<file path="config.mk">
export PLATFORM = sky130hd
export DESIGN_NAME = process_scheduler_flat
export DESIGN_NICKNAME = d
export VERILOG_FILES = /design/src/rtl/process_scheduler_pkg.sv /design/src/rtl/process_scheduler_if.sv /design/src/rtl/process_scheduler_rr_arbiter.sv /design/src/rtl/process_scheduler.sv /design/src/flat_wrapper.sv
export SDC_FILE = /design/constraint.sdc
export NUM_CORES = 1
export LEC_CHECK = 0
export ABC_CLOCK_PERIOD_IN_PS = 6400
export BUFFER_PORTS_ARGS = -buffer_cell sky130_fd_sc_hd__buf_2
export CORE_UTILIZATION = 60
export CTS_BUF_LIST = sky130_fd_sc_hd__clkbuf_4 sky130_fd_sc_hd__clkbuf_8
export CTS_CLUSTER_DIAMETER = 100
export DETAILED_ROUTE_END_ITERATION = 12
export PLACE_DENSITY = 0.79
export SKIP_LAST_GASP = 1
export SYNTH_ARGS = -nofsm -noshare
export SYNTH_HDL_FRONTEND = slang
export SYNTH_HIERARCHICAL = 1
export SYNTH_SLANG_ARGS = --single-unit
</file>
<file path="constraint.sdc">
create_clock -name CLK -period 6.4 [get_ports CLK]
set_input_delay 1.28 -clock CLK [delete_from_list [all_inputs] [get_ports CLK]]
set_output_delay 1.28 -clock CLK [all_outputs]
set_load 0.02 [all_outputs]
</file>
<file path="src/rtl/process_scheduler_pkg.sv">
// Shared types for the round-robin process scheduler: slot states, FSM states,
// preemption causes and the PID width helper.
package sched_pkg;

    typedef enum logic [1:0] {
        SLOT_FREE,
        SLOT_READY,
        SLOT_RUNNING,
        SLOT_BLOCKED
    } slot_state_e;

    typedef enum logic [2:0] {
        ST_IDLE,
        ST_RUN,
        ST_SAVE,
        ST_SELECT,
        ST_RESTORE
    } fsm_state_e;

    typedef enum logic [1:0] {
        CAUSE_END,
        CAUSE_IO,
        CAUSE_QUANTUM
    } cause_e;

    function automatic int pid_width(input int nproc);
        return (nproc > 2) ? $clog2(nproc) : 1;
    endfunction

endpackage

</file>
<file path="src/rtl/process_scheduler_if.sv">
// Bus between the scheduler and the core's PC / process-control logic.
// The slave modport is the scheduler side, master is the core side.
interface process_scheduler_if #(
    parameter int NPROC  = 4,
    parameter int ADDR_W = 32
) ();
    localparam int PID_W = sched_pkg::pid_width(NPROC);

    logic [ADDR_W-1:0] pc_in;
    logic              instr_retire;
    logic              proc_end;
    logic              io_block;
    logic [NPROC-1:0]  io_done;
    logic              create_valid;
    logic [PID_W-1:0]  create_pid;
    logic [ADDR_W-1:0] create_addr;
    logic              pc_load;
    logic [ADDR_W-1:0] pc_load_addr;
    logic [PID_W-1:0]  cur_pid;
    logic              ctx_switch;
    logic              idle;
    logic [NPROC-1:0]  ready_mask;

    modport slave (
        input  pc_in, instr_retire, proc_end, io_block, io_done,
               create_valid, create_pid, create_addr,
        output pc_load, pc_load_addr, cur_pid, ctx_switch, idle, ready_mask
    );

    modport master (
        output pc_in, instr_retire, proc_end, io_block, io_done,
               create_valid, create_pid, create_addr,
        input  pc_load, pc_load_addr, cur_pid, ctx_switch, idle, ready_mask
    );

endinterface

</file>
<file path="src/rtl/process_scheduler_rr_arbiter.sv">
// Combinational round-robin pick: first set request bit at or after 'start',
// wrapping around the slot index space.
module rr_arbiter #(
    parameter int NPROC = 4,
    parameter int PID_W = 2
) (
    input  logic [NPROC-1:0] req,
    input  logic [PID_W-1:0] start,
    output logic [PID_W-1:0] grant,
    output logic             valid
);

    logic [PID_W-1:0] idx;

    always_comb begin
        grant = '0;
        valid = 1'b0;
        idx   = '0;
        for (int i = 0; i < NPROC; i++) begin
            idx = start + PID_W'(i);
            if (!valid && req[idx]) begin
                grant = idx;
                valid = 1'b1;
            end
        end
    end

endmodule

</file>
<file path="src/rtl/process_scheduler.sv">
// Round-robin process scheduler driving the PC load path.
// Define SCHED_IO_BLOCK_EN to enable the BLOCKED slot state, io_block and io_done.
module process_scheduler #(
    parameter int NPROC   = 4,
    parameter int QUANTUM = 43,
    parameter int ADDR_W  = 32
) (
    input logic                 CLK,
    input logic                 reset,
    process_scheduler_if.slave  bus
);
    import sched_pkg::*;

    localparam int PID_W = pid_width(NPROC);
    localparam int CNT_W = $clog2(QUANTUM);

    fsm_state_e        state_q, state_d;
    cause_e            cause_q, cause_d;
    logic [CNT_W-1:0]  count_q, count_d;
    logic [PID_W-1:0]  cur_pid_q, cur_pid_d;
    slot_state_e       slot_q [NPROC];
    slot_state_e       slot_d [NPROC];
    logic [ADDR_W-1:0] saved_pc_q [NPROC];
    logic [ADDR_W-1:0] saved_pc_d [NPROC];

    logic [NPROC-1:0]  ready_mask;
    logic [PID_W-1:0]  grant;
    logic              grant_valid;

    always_comb begin
        for (int i = 0; i < NPROC; i++) begin
            ready_mask[i] = (slot_q[i] == SLOT_READY);
        end
    end

    // Search starts just past the last-run slot, so a lone ready process is reselected.
    rr_arbiter #(.NPROC(NPROC), .PID_W(PID_W)) u_arb (
        .req   (ready_mask),
        .start (cur_pid_q + PID_W'(1)),
        .grant (grant),
        .valid (grant_valid)
    );

`ifndef SCHED_IO_BLOCK_EN
    logic unused_io;
    assign unused_io = ^{bus.io_block, bus.io_done};
`endif

    always_comb begin
        state_d    = state_q;
        cause_d    = cause_q;
        count_d    = count_q;
        cur_pid_d  = cur_pid_q;
        slot_d     = slot_q;
        saved_pc_d = saved_pc_q;

        case (state_q)
            ST_IDLE: begin
                if (|ready_mask) state_d = ST_SELECT;
            end
            ST_RUN: begin
                if (bus.instr_retire) count_d = count_q + CNT_W'(1);
                if (bus.proc_end) begin
                    cause_d = CAUSE_END;
                    state_d = ST_SAVE;
                end
`ifdef SCHED_IO_BLOCK_EN
                else if (bus.io_block) begin
                    cause_d = CAUSE_IO;
                    state_d = ST_SAVE;
                end
`endif
                else if (bus.instr_retire && count_q == CNT_W'(QUANTUM - 1)) begin
                    cause_d = CAUSE_QUANTUM;
                    state_d = ST_SAVE;
                end
            end
            ST_SAVE: begin
                saved_pc_d[cur_pid_q] = bus.pc_in;
                case (cause_q)
                    CAUSE_END: slot_d[cur_pid_q] = SLOT_FREE;
`ifdef SCHED_IO_BLOCK_EN
                    // A wake arriving with the block itself must not be lost.
                    CAUSE_IO:  slot_d[cur_pid_q] = bus.io_done[cur_pid_q] ? SLOT_READY : SLOT_BLOCKED;
`endif
                    default:   slot_d[cur_pid_q] = SLOT_READY;
                endcase
                state_d = ST_SELECT;
            end
            ST_SELECT: begin
                if (grant_valid) begin
                    cur_pid_d = grant;
                    state_d   = ST_RESTORE;
                end else begin
                    state_d = ST_IDLE;
                end
            end
            ST_RESTORE: begin
                slot_d[cur_pid_q] = SLOT_RUNNING;
                count_d           = '0;
                state_d           = ST_RUN;
            end
            default: state_d = ST_IDLE;
        endcase

        // Creates and wakes only touch FREE/BLOCKED slots, never the one the FSM is editing.
        if (bus.create_valid && slot_q[bus.create_pid] == SLOT_FREE) begin
            slot_d[bus.create_pid]     = SLOT_READY;
            saved_pc_d[bus.create_pid] = bus.create_addr;
        end
`ifdef SCHED_IO_BLOCK_EN
        for (int i = 0; i < NPROC; i++) begin
            if (bus.io_done[i] && slot_q[i] == SLOT_BLOCKED) slot_d[i] = SLOT_READY;
        end
`endif
    end

    always_ff @(posedge CLK or negedge reset) begin
        if (!reset) begin
            state_q   <= ST_IDLE;
            cause_q   <= CAUSE_END;
            count_q   <= '0;
            cur_pid_q <= '0;
            for (int i = 0; i < NPROC; i++) begin
                slot_q[i]     <= SLOT_FREE;
                saved_pc_q[i] <= '0;
            end
        end else begin
            state_q    <= state_d;
            cause_q    <= cause_d;
            count_q    <= count_d;
            cur_pid_q  <= cur_pid_d;
            slot_q     <= slot_d;
            saved_pc_q <= saved_pc_d;
        end
    end

    assign bus.pc_load      = (state_q == ST_RESTORE);
    assign bus.ctx_switch   = (state_q == ST_RESTORE);
    assign bus.pc_load_addr = (state_q == ST_RESTORE) ? saved_pc_q[cur_pid_q] : '0;
    assign bus.cur_pid      = cur_pid_q;
    assign bus.idle         = (state_q == ST_IDLE);
    assign bus.ready_mask   = ready_mask;

endmodule

</file>
<file path="src/flat_wrapper.sv">
// flat-port wrapper written by rule: the top's interface ports become plain ports
module process_scheduler_flat import sched_pkg::*;
#(
    parameter int NPROC   = 4,
    parameter int QUANTUM = 43,
    parameter int ADDR_W  = 32
)
  (CLK, reset, bus_pc_in, bus_instr_retire, bus_proc_end, bus_io_block, bus_io_done, bus_create_valid, bus_create_pid, bus_create_addr, bus_pc_load, bus_pc_load_addr, bus_cur_pid, bus_ctx_switch, bus_idle, bus_ready_mask);
  process_scheduler_if #(.NPROC(NPROC), .ADDR_W(ADDR_W)) bus_i ();
  input logic CLK;
  input logic reset;
  input wire logic [$bits(bus_i.pc_in)-1:0] bus_pc_in;
  input wire logic [$bits(bus_i.instr_retire)-1:0] bus_instr_retire;
  input wire logic [$bits(bus_i.proc_end)-1:0] bus_proc_end;
  input wire logic [$bits(bus_i.io_block)-1:0] bus_io_block;
  input wire logic [$bits(bus_i.io_done)-1:0] bus_io_done;
  input wire logic [$bits(bus_i.create_valid)-1:0] bus_create_valid;
  input wire logic [$bits(bus_i.create_pid)-1:0] bus_create_pid;
  input wire logic [$bits(bus_i.create_addr)-1:0] bus_create_addr;
  output wire logic [$bits(bus_i.pc_load)-1:0] bus_pc_load;
  output wire logic [$bits(bus_i.pc_load_addr)-1:0] bus_pc_load_addr;
  output wire logic [$bits(bus_i.cur_pid)-1:0] bus_cur_pid;
  output wire logic [$bits(bus_i.ctx_switch)-1:0] bus_ctx_switch;
  output wire logic [$bits(bus_i.idle)-1:0] bus_idle;
  output wire logic [$bits(bus_i.ready_mask)-1:0] bus_ready_mask;
  assign bus_i.pc_in = bus_pc_in;
  assign bus_i.instr_retire = bus_instr_retire;
  assign bus_i.proc_end = bus_proc_end;
  assign bus_i.io_block = bus_io_block;
  assign bus_i.io_done = bus_io_done;
  assign bus_i.create_valid = bus_create_valid;
  assign bus_i.create_pid = bus_create_pid;
  assign bus_i.create_addr = bus_create_addr;
  assign bus_pc_load = bus_i.pc_load;
  assign bus_pc_load_addr = bus_i.pc_load_addr;
  assign bus_cur_pid = bus_i.cur_pid;
  assign bus_ctx_switch = bus_i.ctx_switch;
  assign bus_idle = bus_i.idle;
  assign bus_ready_mask = bus_i.ready_mask;
  process_scheduler #(.NPROC(NPROC), .QUANTUM(QUANTUM), .ADDR_W(ADDR_W)) u_core (.CLK(CLK), .reset(reset), .bus(bus_i));
endmodule
</file>
==> results of run 1 <==
## per-layer routing
metal	share of wire, %	GRT usage (%)	up-vias
met5	0.11	0	-
met4	1.2	8.434	4
met3	4.3	5.713	28
met2	51	46.05	153
met1	43	36.29	2972
li1	-	-	2533
## cell usage in the layout, fill, tap and decap left out, types with 2 or more instances in the layout
| master | n |
|---|---|
| mux2_1 | 16 |
| clkbuf_8 | 21 |
| buf_2 | 110 |
| mux2_4 | 78 |
| o21bai_1 | 4 |
| nand3_1 | 8 |
| mux4_2 | 32 |
| buf_4 | 6 |
| ha_1 | 6 |
| dfrtp_2 | 2 |
| nor2_1 | 2 |
| and4bb_2 | 3 |
| a21oi_1 | 9 |
| nor4bb_1 | 5 |
| nand2_1 | 4 |
| nor3_1 | 2 |
| or4_2 | 2 |
| nand2b_1 | 6 |
| clkbuf_4 | 2 |
| nor2b_1 | 4 |
| and3b_1 | 4 |
| mux2_2 | 164 |
| clkinv_2 | 2 |
| bufinv_16 | 7 |
| inv_1 | 10 |
| or4b_2 | 2 |
| o21ai_0 | 17 |
| or3_1 | 2 |
| and2_1 | 36 |
| a21boi_0 | 4 |
| dfrtp_1 | 146 |
## worst reg2reg max path, delay by kind of cell, from the launching register on
family,cells,cell delay [ps]
muxes,2,720
buffers and inverters,1,570
and+or+nand+nor,1,1000
DFF,1,600
adders and majority gates,1,310
## area by class of cell
cell class | instances | area (um2) | share of cell area (%)
Inverter | 11 | 41.29 | 0.4134
Tap cell | 184 | 230.2 | 2.305
Sequential cell | 148 | 3706 | 37.10
Antenna cell | 1 | 2.502 | 0.02505
Clock buffer | 23 | 304.0 | 3.044
Multi-Input combinational cell | 427 | 4877 | 48.83
Clock inverter | 9 | 220.2 | 2.205
Timing Repair Buffer | 117 | 606.8 | 6.075
## through the flow
stage	hold WS (ps)	worst slack (ps)	cells	utilization, %
global placement	498.7	2659	887	64.85
CTS	517.1	2040	919	68.45
finish	521.0	2075	920	68.46
detailed placement	503.9	2551	887	64.85
floorplan	471.8	3355	638	-
global route	560.3	1888	920	68.46
## power groups by stage
stage	Sequential, mW	Clock [mW]	Combinational (mW)
2_1_floorplan	1.43	0	1.61
3_5_place_dp	1.59	0	1.82
6_report	1.58	0.942	1.83
4_1_cts	1.58	0.958	1.83
3_3_place_gp	1.55	0	1.74
5_1_grt	1.63	0.993	1.96
## logic make-up after synthesis
family / count (synthesis) / synth area share [%]
muxes: 291 / 43.63
adders and majority gates: 6 / 0.8337
buffers and inverters: 63 / 4.905
and+or+nand+nor: 88 / 6.669
AOI/OAI and AO/OA: 42 / 2.835
DFF: 148 / 41.13
## cell usage after synthesis (2+ instances only)
library cell | n | share of area (%)
mux2_4 | 78 | 13
or3_1 | 2 | 0.14
and3b_1 | 4 | 0.39
ha_1 | 6 | 0.83
buf_12 | 3 | 0.67
buf_6 | 15 | 1.9
clkbuf_1 | 8 | 0.33
o21ai_0 | 17 | 0.94
nand3_1 | 8 | 0.44
mux2_1 | 16 | 2.0
nor4bb_1 | 6 | 0.67
nand2b_1 | 6 | 0.42
buf_4 | 5 | 0.42
a21oi_1 | 9 | 0.50
inv_1 | 10 | 0.42
nor2_1 | 2 | 0.083
mux2_2 | 164 | 21
buf_2 | 19 | 1.1
dfrtp_1 | 148 | 41
nand2_1 | 4 | 0.17
or4_1 | 3 | 0.25
mux4_2 | 32 | 8.0
o21bai_1 | 4 | 0.33
and4bb_1 | 2 | 0.28
a21boi_0 | 4 | 0.33
or4b_1 | 3 | 0.33
and2_1 | 36 | 2.5
nor3_1 | 2 | 0.11
nor2b_1 | 4 | 0.28
## worst max-delay path by stage
stage / from / end / slack (ps) / cells after the start
detailed placement: u_core/state_q[2]$_DFFE_PN0P_ / bus_pc_load_addr[28] / 2550 / 4
floorplan: u_core/bus.cur_pid[0]$_DFFE_PN0P_ / bus_pc_load_addr[10] / 3350 / 4
global route: u_core/state_q[2]$_DFFE_PN0P_ / bus_pc_load_addr[28] / 1890 / 4
CTS: u_core/state_q[2]$_DFFE_PN0P_ / bus_pc_load_addr[28] / 2040 / 4
global placement: u_core/state_q[2]$_DFFE_PN0P_ / bus_pc_load_addr[20] / 2660 / 4
finish: u_core/state_q[2]$_DFFE_PN0P_ / bus_pc_load_addr[28] / 2070 / 4
## state kept, by name (all words and copies together), names as in the netlist
register / flops
u_core/bus.cur_pid: 2
u_core/cause_q: 1
u_core/count_q: 6
u_core/saved_pc_q: 128
u_core/slot_q: 8
u_core/state_q: 3
==> out/results.ini, run 1 <==
[finish]
areaGrowthSynthToFinish_pct = 10.92
fillers = 1043
nets = 804
final_cell_area_um2 = 9988
layout-drive-gt1-share_pct = 59.05

[worst_setup_path]
crit_chain = or3b_1, inv_1, and2_1, buf_2
cp.arrival_ps = 3050
r2r_cells = 5
cp_num_buf_inv = 2
critical_path_class = flip-flop to primary output
rr_startpoint = u_core/bus.cur_pid[0]$_DFFE_PN0P_
slowest_delay_ps = 850
start_kind = flip-flop
rrSetupSlack_ps = 3070
critPathRequiredTime_ps = 5120
critPathSlowestCell = dfrtp_1
cp-end-kind = primary output
worst_r2r_endpoint = u_core/saved_pc_q[15]$_DFF_PN0_
cpLargestDelayFamily = buffers and inverters
cp_max_fo = 37

[clocking]
htree_levels = 4
root_buffer = clkbuf_8
clock_sinks = 148
cts.repair.resized = 0
numCtsBuffers = 17
holdBufCountCts = 0
cts_tree = yes
clkLatencyLatePin_ps = 460
clockBufferDepth = 2
clkTransAtPathRegs_ps = 70
postCtsSetupRepairBufs = 0

[timing]
fin_crit_ps = 4325
period_share_pct = 67.58
fmax_ghz = 0.2312
finalSetupTns_ps = 0
maxSlewHeadroom_pct = 19.04
setup_viol = 0
grt_setup_unrepaired = no
worst_clock_skew_ps = 11.53
hold_viol = 0
worst_pin_slew_ps = 1214
slew_viol_final = 0

[drt]
antenna_left = 0
via_per_inst = 6.185
first_pass_iters = 5
num_vias = 5690
finalWirelength_um = 20340
route.detailed.drc = 0
routedWlPerCell_um = 22.11
drtIter0Drc = 302

[synthesis]
syn_area_per_cell_um2 = 14.11
syn_inst = 638
synthArstFlopShare_pct = 100.0
synth_edf_count = 0
synth.yosys.seq_area_share_pct = 41.13
synth_top_flop_cell = dfrtp_1
yosys_warnings = 6
syn_nets = 720
syn_area_um2 = 9005
ys_ff_latch = 148
yosysUniqueCellTypes = 47

[floorplan]
die_area_um2 = 15500
io_pins = 117
num_rows = 44
die_h_um = 124.5
core_um2 = 14590
fp.dieW_um = 124.5
initial_core_util_pct = 61.72

[hold_path]
whs_path_depth = 1
hp-class = flip-flop to flip-flop
worstHoldEndpoint = u_core/count_q[4]$_DFFE_PN0P_
hold_start = u_core/count_q[4]$_DFFE_PN0P_

[run_status]
outcome = finished, final reports clean

[power_and_ir_drop]
leakagePower_nw = 4.772
seq_power_share_pct = 36.3
p_int_mw = 3.046
pwr-share-clk_pct = 21.6
p_total_mw = 4.358
p_per_area_nw_per_um2 = 436.3
p_comb_share_pct = 42.1
ir_drop_v = 0.0003191
p_switching_mw = 1.312
swShare_pct = 30.10

[global_route]
grt_max_degree = 90
grt_usage_pct = 27.62
grt_pass1_vias = 6152
grt_overflow_total = 0
grt_pass1_wl_um = 33260
antenna_found_initial = 4

[placement]
dpl.hpwl_um = 12270
port_buffers = 111
dpl_cell_area_um2 = 9462
gp_congestion = 0.8209

[job]
cap_violations = 0

Note: power is estimated with default switching activity, not from simulation.
==> inputs of run 2 (changes only) <==
--- a/config.mk
+++ b/config.mk
@@ -5,13 +5,14 @@
 export SDC_FILE = /design/constraint.sdc
 export NUM_CORES = 1
 export LEC_CHECK = 0
-export ABC_CLOCK_PERIOD_IN_PS = 6400
+export ABC_AREA = 1
+export ABC_CLOCK_PERIOD_IN_PS = 3750
 export BUFFER_PORTS_ARGS = -buffer_cell sky130_fd_sc_hd__buf_2
-export CORE_UTILIZATION = 60
+export CORE_UTILIZATION = 55
 export CTS_BUF_LIST = sky130_fd_sc_hd__clkbuf_4 sky130_fd_sc_hd__clkbuf_8
 export CTS_CLUSTER_DIAMETER = 100
 export DETAILED_ROUTE_END_ITERATION = 12
-export PLACE_DENSITY = 0.79
+export PLACE_DENSITY = 0.76
 export SKIP_LAST_GASP = 1
 export SYNTH_ARGS = -nofsm -noshare
 export SYNTH_HDL_FRONTEND = slang
==> constraint.sdc (replaced) <==
create_clock -name CLK -period 3.75 [get_ports CLK]
set_input_delay 0.75 -clock CLK [delete_from_list [all_inputs] [get_ports CLK]]
set_output_delay 0.75 -clock CLK [all_outputs]
set_load 0.02 [all_outputs]
==> out/results.ini, run 2 <==
[run_status]
outcome = finished, final reports clean  ; unchanged

[synthesis]
syn_area_per_cell_um2 = 6.757  ; was 14.11 um2
synthArstFlopShare_pct = 100.0  ; unchanged
synth.most_common_cell = nand2_1  ; was mux2_2
syn_nets = 1488  ; was 720
yosys.area_share.simple_pct = 36.35  ; was 6.669%
synth-compound-area-share_pct = 13.59  ; was 2.835%
yosys_warnings = 6  ; unchanged
synth_top_flop_cell = dfrtp_1  ; unchanged
synth_area_leader_cell = dfrtp_1  ; unchanged
synth_edf_count = 0  ; unchanged
synth.yosys.seq_area_share_pct = 38.98  ; was 41.13%
netlist.area_leader.share_pct = 38.98  ; was 41.13%
syn_area_um2 = 9500  ; was 9005 um2
ys_ff_latch = 148  ; unchanged
synth_top_family_by_area = simple AND/OR/NAND/NOR gates  ; was multiplexers
syn_inst = 1406  ; was 638
synthTopCellsByArea = dfrtp_1 (39%), nand2_1 (23%), nand4_1 (8.9%)  ; was dfrtp_1 (41%), mux2_2 (21%), mux2_4 (13%)
synth_xor_area_share_pct = 0  ; unchanged
synth_common_cells = nand2_1 (588), dfrtp_1 (148), o21ai_0 (141), nand4_1 (135), inv_1 (109)  ; was mux2_2 (164), dfrtp_1 (148), mux2_4 (78), and2_1 (36), mux4_2 (32)
synthAdderAreaFrac_pct = 0.7902  ; was 0.8337%
muxShareOfSynthArea_pct = 0  ; was 43.63%
yosysUniqueCellTypes = 27  ; was 47

[finish]
reg.largest.list = u_core/saved_pc_q (128), u_core/slot_q (8), u_core/count_q (6)  ; unchanged
final_cell_mix = nand2_1 (588), dfrtp_1 (146), o21ai_0 (141), nand4_1 (135), buf_2 (110)  ; was mux2_2 (164), dfrtp_1 (146), buf_2 (110), mux2_4 (78), and2_1 (36)
fin_cells = 1692  ; was 920
nets = 1540  ; was 804
fillers = 1595  ; was 1043
largest_register_ffs = 128  ; unchanged
regMostFlops = u_core/saved_pc_q  ; unchanged
layout-drive-gt1-share_pct = 14.34  ; was 59.05%
areaGrowthSynthToFinish_pct = 10.59  ; was 10.92%
mostFrequentLayoutCell = nand2_1  ; was mux2_2

[placement]
gp_congestion = 0.8207  ; was 0.8209
place_inst = 1659  ; was 887
dpl.hpwl_um = 16130  ; was 12270 um
port_buffers = 111  ; unchanged

[clocking]
clkTransAtPathRegs_ps = 90  ; was 70 ps
htree_levels = 4  ; unchanged
numCtsBuffers = 17  ; unchanged
postCtsSetupRepairBufs = 0  ; unchanged
cts.repair.resized = 0  ; unchanged
clkLatencyLatePin_ps = 470  ; was 460 ps
cts_tree = yes  ; unchanged
holdBufCountCts = 0  ; unchanged
clock_sinks = 148  ; unchanged
root_buffer = clkbuf_8  ; unchanged
clockBufferDepth = 2  ; unchanged

[worst_setup_path]
cp_num_buf_inv = 4  ; was 2
cp.arrival_ps = 2390  ; was 3050 ps
slowest_delay_ps = 680  ; was 850 ps
critical_path_class = flip-flop to primary output  ; unchanged
cp-end-kind = primary output  ; unchanged
start_kind = flip-flop  ; unchanged
cpLargestDelayFamily = buffers and inverters  ; unchanged
critPathRequiredTime_ps = 3000  ; was 5120 ps
cp_max_fo = 37  ; unchanged
crit_chain = inv_1, nand2_1, nor2_1, buf_4, inv_2, a21oi_1, buf_2  ; was or3b_1, inv_1, and2_1, buf_2
critPathSlowestCell = inv_2  ; was dfrtp_1

[timing]
hold_viol = 0  ; unchanged
finalSetupTns_ps = 0  ; unchanged
fmax_ghz = 0.3186
slew_viol_final = 0  ; unchanged
period_share_pct = 83.70
maxSlewHeadroom_pct = 33.34  ; was 19.04%
setup_viol = 0  ; unchanged
fin_crit_ps = 3139
grt_setup_unrepaired = no  ; unchanged
worst_pin_slew_ps = 1000  ; was 1214 ps
worst_clock_skew_ps = 18.20  ; was 11.53 ps

[drt]
route.met3.wl_um = 2520  ; was 871 um
wl_met2_um = 13650  ; was 10380 um
first_pass_iters = 6  ; was 5
via_per_inst = 5.702  ; was 6.185
wl_met1_um = 11710  ; was 8816 um
finalWirelength_um = 28430  ; was 20340 um
route.detailed.drc = 0  ; unchanged
drtIter0Drc = 1025  ; was 302
highest_layer = met4  ; was met5
antenna_left = 0  ; unchanged
routedWlPerCell_um = 16.80  ; was 22.11 um
num_vias = 9648  ; was 5690

[global_route]
grt_usage_pct = 32.69  ; was 27.62%
grt_pass1_wl_um = 45440  ; was 33260 um
grt_max_degree = 93  ; was 90
grt_pass1_vias = 8859  ; was 6152
antenna_found_initial = 1  ; was 4
grt_overflow_total = 0  ; unchanged

[job]
cap_violations = 0  ; unchanged

[floorplan]
io_pins = 117  ; unchanged
core_um2 = 16700  ; was 14590 um2
initial_core_util_pct = 56.88  ; was 61.72%
die_area_um2 = 17800  ; was 15500 um2
num_rows = 47  ; was 44
fp.dieW_um = 133.4  ; was 124.5 um
die_h_um = 133.4  ; was 124.5 um

[power_and_ir_drop]
ir_drop_v = 0.0003795  ; was 0.0003191 V
p_per_area_nw_per_um2 = 804.4  ; was 436.3 nW/um2
leakagePower_nw = 5.517  ; was 4.772 nW

[hold_path]
hp-class = input port to async pin  ; was flip-flop to flip-flop

## run 2: metrics by stage
| step | util (%) | cell area [um2] | total power [mW] | worst slack [ps] | hold WS [ps] |
|---|---|---|---|---|---|
| after floorplan | - | 9500 | 5.994 | 1231 | 454.4 |
| after global placement | 60.27 | 10070 | 6.866 | 878.0 | 491.5 |
| after detailed placement | 60.27 | 10070 | 6.982 | 818.4 | 503.1 |
| after CTS | 62.89 | 10500 | 8.396 | 614.3 | 277.3 |
| after global routing | 62.91 | 10510 | 9.155 | 518.7 | 323.1 |
| final | 62.91 | 10510 | 8.452 | 611.1 | 267.8 |
## run 2: where the power goes
group | internal (mW) | switching (mW)
Combinational | 1.41 | 2.84
Clock | 0.747 | 0.640
Sequential | 2.35 | 0.464
## run 2: logic make-up (layout without fill, tap and decap cells)
group	count (synthesis)	after routing
simple gates	785	785
compound gates	242	242
buf+inv	225	290
flops	148	148
fa+ha+maj	6	6
other cells	0	1
## run 2: layout make-up
cell class | count | area, um2 | share of cell area (%)
clock buffer | 19 | 255.2 | 2.429
tap | 220 | 275.3 | 2.620
timing repair buffer | 140 | 804.5 | 7.658
inverter | 118 | 442.9 | 4.216
clock inverter | 13 | 182.7 | 1.739
multi-input combinational | 1033 | 4835 | 46.02
sequential | 148 | 3709 | 35.30
antenna | 1 | 2.502 | 0.02382
## run 2: metal layers
| layer | global-route usage [%] | up-vias |
|---|---|---|
| met3 | 5.175 | 42 |
| li1 | - | 4704 |
| met5 | 0 | - |
| met2 | 54.31 | 454 |
| met1 | 43.33 | 4448 |
| met4 | 11.49 | 0 |
## run 2: path summary, 6_finish.rpt
check / cells past startpoint / start / to / slack (ps)
max: 7 / u_core/state_q[1]$_DFFE_PN0P_ / bus_pc_load_addr[0] / 610
min: 1 / reset / u_core/count_q[3]$_DFFE_PN0P_ / 270
max reg2reg: 13 / u_core/bus.cur_pid[1]$_DFFE_PN0P_ / u_core/bus.cur_pid[1]$_DFFE_PN0P_ / 1210
min reg2reg: 2 / u_core/count_q[5]$_DFFE_PN0P_ / u_core/count_q[5]$_DFFE_PN0P_ / 530
max in group asynchronous: 2 / reset / u_core/saved_pc_q[63]$_DFF_PN0_ / 2560
min in group CLK: 2 / bus_proc_end / u_core/cause_q[1]$_DFFE_PN0P_ / 460
